### src/rtl/mc14500_pkg.sv
// Shared types for the MC14500B fetch sequencer: opcodes, PC commands and
// sequencer states.
package mc14500_pkg;

    typedef enum logic [3:0] {
        OP_NOPO = 4'h0,
        OP_LD   = 4'h1,
        OP_LDC  = 4'h2,
        OP_AND  = 4'h3,
        OP_ANDC = 4'h4,
        OP_OR   = 4'h5,
        OP_ORC  = 4'h6,
        OP_XNOR = 4'h7,
        OP_STO  = 4'h8,
        OP_STOC = 4'h9,
        OP_IEN  = 4'hA,
        OP_OEN  = 4'hB,
        OP_JMP  = 4'hC,
        OP_RTN  = 4'hD,
        OP_SKZ  = 4'hE,
        OP_NOPF = 4'hF
    } opcode_e;

    typedef enum logic [1:0] {
        PC_INC  = 2'b00,
        PC_JMP  = 2'b01,
        PC_RTN  = 2'b10,
        PC_CALL = 2'b11
    } pc_cmd_e;

    typedef enum logic [1:0] {
        FETCH = 2'd0,
        WAIT  = 2'd1,
        EXEC  = 2'd2,
        SKIP  = 2'd3
    } seq_state_e;

endpackage

### src/rtl/mc14500_op_decode.sv
// Combinational opcode decoder for the MC14500B sequencer.
// Build option MC14500_SEQ_CALL_EN turns NOPF into a CALL (pc_cmd=11).
module mc14500_op_decode
    import mc14500_pkg::*;
(
    input  logic [3:0] opcode,
    output logic [1:0] pc_cmd,
    output logic       op_valid,
    output logic       jmp_sel,
    output logic       rtn_sel,
    output logic       flag_o_sel,
    output logic       flag_f_sel,
    output logic       skip_always,
    output logic       skip_if_rr0
);

    always_comb begin
        pc_cmd      = PC_INC;
        op_valid    = 1'b0;
        jmp_sel     = 1'b0;
        rtn_sel     = 1'b0;
        flag_o_sel  = 1'b0;
        flag_f_sel  = 1'b0;
        skip_always = 1'b0;
        skip_if_rr0 = 1'b0;
        case (opcode)
            OP_NOPO: flag_o_sel = 1'b1;
            OP_JMP: begin
                jmp_sel = 1'b1;
                pc_cmd  = PC_JMP;
            end
            OP_RTN: begin
                rtn_sel     = 1'b1;
                pc_cmd      = PC_RTN;
                skip_always = 1'b1;
            end
            OP_SKZ: skip_if_rr0 = 1'b1;
            OP_NOPF: begin
                flag_f_sel = 1'b1;
`ifdef MC14500_SEQ_CALL_EN
                pc_cmd     = PC_CALL;
`else
                pc_cmd     = PC_INC;
`endif
            end
            default: op_valid = 1'b1;  // LD .. OEN go to the logic unit
        endcase
    end

endmodule

### src/rtl/mc14500_fetch_sequencer.sv
// MC14500B fetch/decode sequencer: FETCH -> WAIT -> EXEC|SKIP, Moore outputs.
// NOPF behaviour depends on MC14500_SEQ_CALL_EN (see mc14500_op_decode).
module mc14500_fetch_sequencer
    import mc14500_pkg::*;
#(
    parameter int ADDR_WIDTH  = 8,
    parameter int INSTR_WIDTH = ADDR_WIDTH + 4
) (
    input  logic                   clk,
    input  logic                   reset_n,
    input  logic [ADDR_WIDTH-1:0]  pc_addr,
    output logic                   mem_req,
    output logic [ADDR_WIDTH-1:0]  mem_addr,
    input  logic                   mem_valid,
    input  logic [INSTR_WIDTH-1:0] mem_data,
    input  logic                   rr,
    output logic [3:0]             op,
    output logic [ADDR_WIDTH-1:0]  operand,
    output logic                   op_valid,
    output logic [1:0]             pc_cmd,
    output logic                   pc_step,
    output logic                   jmp_flag,
    output logic                   rtn_flag,
    output logic                   flag_o,
    output logic                   flag_f
);

    seq_state_e             state_reg, state_next;
    logic                   skip_reg, skip_next;
    logic [INSTR_WIDTH-1:0] ir_reg, ir_next;

    logic [1:0] dec_pc_cmd;
    logic       dec_op_valid, dec_jmp, dec_rtn, dec_flag_o, dec_flag_f;
    logic       dec_skip_always, dec_skip_if_rr0;

    mc14500_op_decode u_decode (
        .opcode      (ir_reg[INSTR_WIDTH-1 -: 4]),
        .pc_cmd      (dec_pc_cmd),
        .op_valid    (dec_op_valid),
        .jmp_sel     (dec_jmp),
        .rtn_sel     (dec_rtn),
        .flag_o_sel  (dec_flag_o),
        .flag_f_sel  (dec_flag_f),
        .skip_always (dec_skip_always),
        .skip_if_rr0 (dec_skip_if_rr0)
    );

    always_ff @(posedge clk or negedge reset_n) begin
        if (!reset_n) begin
            state_reg <= FETCH;
            skip_reg  <= 1'b0;
            ir_reg    <= '0;
        end else begin
            state_reg <= state_next;
            skip_reg  <= skip_next;
            ir_reg    <= ir_next;
        end
    end

    always_comb begin
        state_next = state_reg;
        skip_next  = skip_reg;
        ir_next    = ir_reg;
        case (state_reg)
            FETCH: state_next = WAIT;
            WAIT: begin
                if (mem_valid) begin
                    if (skip_reg) begin
                        skip_next  = 1'b0;
                        state_next = SKIP;
                    end else begin
                        ir_next    = mem_data;
                        state_next = EXEC;
                    end
                end
            end
            EXEC: begin
                state_next = FETCH;
                // A single flag, not a counter: back-to-back setters still skip only one word
                if (dec_skip_always || (dec_skip_if_rr0 && !rr))
                    skip_next = 1'b1;
            end
            SKIP:    state_next = FETCH;
            default: state_next = FETCH;
        endcase
    end

    always_comb begin
        mem_req  = 1'b0;
        mem_addr = '0;
        op       = ir_reg[INSTR_WIDTH-1 -: 4];
        operand  = ir_reg[ADDR_WIDTH-1:0];
        op_valid = 1'b0;
        pc_cmd   = PC_INC;
        pc_step  = 1'b0;
        jmp_flag = 1'b0;
        rtn_flag = 1'b0;
        flag_o   = 1'b0;
        flag_f   = 1'b0;
        case (state_reg)
            FETCH: begin
                // Reset parks the FSM in FETCH; keep the request quiet while held in reset
                mem_req  = reset_n;
                mem_addr = reset_n ? pc_addr : '0;
            end
            EXEC: begin
                pc_step  = 1'b1;
                pc_cmd   = dec_pc_cmd;
                op_valid = dec_op_valid;
                jmp_flag = dec_jmp;
                rtn_flag = dec_rtn;
                flag_o   = dec_flag_o;
                flag_f   = dec_flag_f;
            end
            SKIP:    pc_step = 1'b1;
            default: ;
        endcase
    end

endmodule

### config.mk
export PLATFORM = sky130hd
export DESIGN_NAME = mc14500_fetch_sequencer
export DESIGN_NICKNAME = d
export VERILOG_FILES = /design/src/rtl/mc14500_pkg.sv /design/src/rtl/mc14500_op_decode.sv /design/src/rtl/mc14500_fetch_sequencer.sv
export SDC_FILE = /design/constraint.sdc
export NUM_CORES = 1
export LEC_CHECK = 0
export ABC_AREA = 1
export BUFFER_PORTS_ARGS = -buffer_cell sky130_fd_sc_hd__buf_2
export CAP_MARGIN = 15
export CORE_MARGIN = 4
export CORE_UTILIZATION = 40
export CTS_CLUSTER_SIZE = 24
export DETAILED_ROUTE_END_ITERATION = 8
export GPL_TIMING_DRIVEN = 0
export MAX_ROUTING_LAYER = met4
export PLACE_DENSITY = 0.79
export SLEW_MARGIN = 15
export SYNTH_ARGS = -nofsm -noshare
export SYNTH_HDL_FRONTEND = slang
export SYNTH_SLANG_ARGS = --single-unit
### constraint.sdc
create_clock -name clk -period 1.2 [get_ports clk]
set_input_delay 0.12 -clock clk [delete_from_list [all_inputs] [get_ports clk]]
set_output_delay 0.12 -clock clk [all_outputs]
set_load 0.02 [all_outputs]
==> flow_summary.toml <==
[drt]
routed-via-count = 895
ant_nets = 0
detail_route.iter0.violations = 7
totalWireLength_um = 2210
route.detailed.drc = 0
drtPass1Iterations = 4
drt-wirelength-per-cell_um = 11.1
avgViaCountPerCell = 4.48

[sta]
skew_ps = 1.18
finalWorstSetupSlack_ps = -219
worst_pin_slew_ps = 655
max_freq_mhz = 705
report.final.setup_viol = 26
slew_headroom_pct = 56.2
layout_worst_path_cycle_share_pct = 118
grt_setup_unrepaired = "yes"
final-max-slew-violation-count = 0
hold_violations = 0
layout_min_cycle_time_ps = 1420

[run_status]
violations = "negative setup slack"
status = "finished with violations"

[clocking]
numCtsBuffers = 3
max-clock-path-buffers = 2
tritoncts = "yes"
clock_latency_ps = 270
numClockSinks = 15
cts.htree.levels = 1
clock_pin_slew_on_the_worst_setup_and_hold_paths_ps = 80
cts-root-buf = "sky130_fd_sc_hd__clkbuf_4"

[global_routing]
globalRouteTotalUtil_pct = 17.8
grt-ovfl-total = 0
via_count_of_the_first_global_routing_pass = 849
largest_net_degree_at_the_start_of_global_routing = 16
first_pass_grt_wire_length_um = 3550
antenna_found_initial = 0

[synth]
synth.top_cells.by_area = "sky130_fd_sc_hd__dfrtp_1, sky130_fd_sc_hd__nand2_1, sky130_fd_sc_hd__nor2_1, sky130_fd_sc_hd__nand3_1, sky130_fd_sc_hd__inv_1"
post_synth_instance_area_um2 = 793
post_synthesis_cell_type_with_the_largest_combined_area = "sky130_fd_sc_hd__dfrtp_1"
yosysUniqueCellTypes = 14
syn_avg_cell_area_um2 = 7.15
seq_area_frac_synth_pct = 47.3
yosys_warnings = 0
number_of_nets_in_the_synthesized_netlist = 135
total_of_flip_flops_plus_latches_after_synthesis = 15
synthesis.instances = 111
synth.top_cell.area_share_pct = 47.3

[cells_and_area]
fin_nets = 200
finalInstanceArea_um2 = 1270
area_growth_syn_to_layout_pct = 60.3
fin_util_pct = 70.6
largest_register_ffs = 12
antenna-diode-count = 0
nFillCells = 155
layout_cell_share_with_drive_strength_beyond_1_pct = 46.3

[die]
core-area_um2 = 1800
start_util_pct = 44.0
die_x_um = 52.5
die_area_um2 = 2760
placement_rows = 15
ioPinCount = 53
die_height_um = 52.5

[setup_path]
crit_required_ps = 1080
worst_path_largest_cell_delay_ps = 450
slowest_cell_on_crit_path = "sky130_fd_sc_hd__dfrtp_2"
criticalPathCategory = "reg2out"
cell_chain_of_the_critical_path = "nor2_4 > nand2_4 > nor3_4 > buf_4 > buf_6"
worstSetupEndpointType = "output port"
path_max_fanout = 4
critical_path_arrival_ps = 1300
cp-start-kind = "register"

[power_and_ir_drop]
ir_drop_mv = 1.37
leakage_uw = 0.000787
power_density_nw_per_um2 = 2000

[placement]
gp_routability_congestion = 0.715
hpwl_um = 1590
buffer_ports.inserted = 52
area_of_placed_instances_um2 = 1100

[job]
drv.max_cap_violation_count = 0

[min_path]
hold_path.class = "in2reg"
==> worst max-delay path, delay by kind of cell, from the launching register on <==
kind                   cells  cell delay [ps]
DFF                        1              450
buffers and inverters      2              230
and+or+nand+nor            3              350
==> kinds of logic (layout without fill, tap and decap cells) <==
group / after synthesis / in the layout / share of synthesized area (%)
buffers and inverters: 22 / 86 / 12.8
AND/OR/NAND/NOR: 73 / 73 / 39.3
AO/OA/AOI/OAI: 1 / 1 / 0.630
flip-flops: 15 / 15 / 47.3
==> repair_timing <==
item                                   4_1_cts  5_1_grt
endpoints found under the hold margin       15        0
setup buffers                                3        4
setup endpoints to repair                   16       26
resized for setup                           23        8
pin swaps                                    5        1
hold buffers                                 1        0
==> layout by cell type (no fill, tap or decap), drive strengths merged <==
master        n
inv          17
buf          63
nand3        13
nor3          3
dlygate4sd3   1
o21ai         1
nor2         19
clkbuf        5
dfrtp        15
nand2        38
==> cells in the mapped netlist <==
master,instances
sky130_fd_sc_hd__nand2_2,1
sky130_fd_sc_hd__buf_6,1
sky130_fd_sc_hd__nor3_1,3
sky130_fd_sc_hd__buf_4,3
sky130_fd_sc_hd__nor2_1,18
sky130_fd_sc_hd__dfrtp_1,15
sky130_fd_sc_hd__nor2_4,1
sky130_fd_sc_hd__inv_1,15
sky130_fd_sc_hd__o21ai_0,1
sky130_fd_sc_hd__nand3_1,13
sky130_fd_sc_hd__nand2_1,36
sky130_fd_sc_hd__clkbuf_1,1
sky130_fd_sc_hd__nand2_4,1
sky130_fd_sc_hd__inv_2,2
==> through the flow <==
step / TNS [ps] / hold WS [ps] / power (uW) / cells / worst slack [ps]
3_3_place_gp: -38.1 / 40.1 / 2030 / 188 / -38.1
5_1_grt: -5730 / 68.7 / 2740 / 200 / -327
4_1_cts: -2650 / 69.6 / 2490 / 196 / -234
6_report: -3390 / 77.4 / 2540 / 200 / -219
2_1_floorplan: -401 / -176 / 1670 / 111 / -146
3_5_place_dp: -52.3 / 49.1 / 2070 / 188 / -52.3
==> path summary, 6_finish.rpt <==
check	cells past startpoint	slack, ps	start	to
worst min register to register	2	470	ir_reg[7]	ir_reg[7]
min in group asynchronous	2	450	reset_n	ir_reg[2]
worst min-delay path	3	80	mem_data[5]	ir_reg[5]
max in group asynchronous	2	290	reset_n	ir_reg[9]
worst max-delay path	5	-220	state_reg[0]	pc_cmd[0]
worst max register to register	9	-70	state_reg[1]	ir_reg[4]
==> power breakdown <==
group	switching (uW)	total (uW)	internal (uW)
combinational	826	1350	523
sequential	187	914	727
clock	144	273	128
==> metal layers <==
layer	global-route usage, %	vias to the layer above	wire length, um
met5	-	-	0
met4	6.38	0	18
met3	3.13	2	188
met2	33.9	41	1120
met1	18.0	392	887
li1	-	460	-
==> final cells by class <==
cell class                 instances  area (um2)  share of cell area, %
sequential                        15         379                   29.8
timing repair buffer              60         373                   29.3
multi-input combinational         74         358                   28.1
inverter                          17        66.3                   5.22
buffer                             5        37.5                   2.95
tap                               25        31.3                   2.46
clock buffer                       4        26.3                   2.07
(Power assumes the default switching activity.)
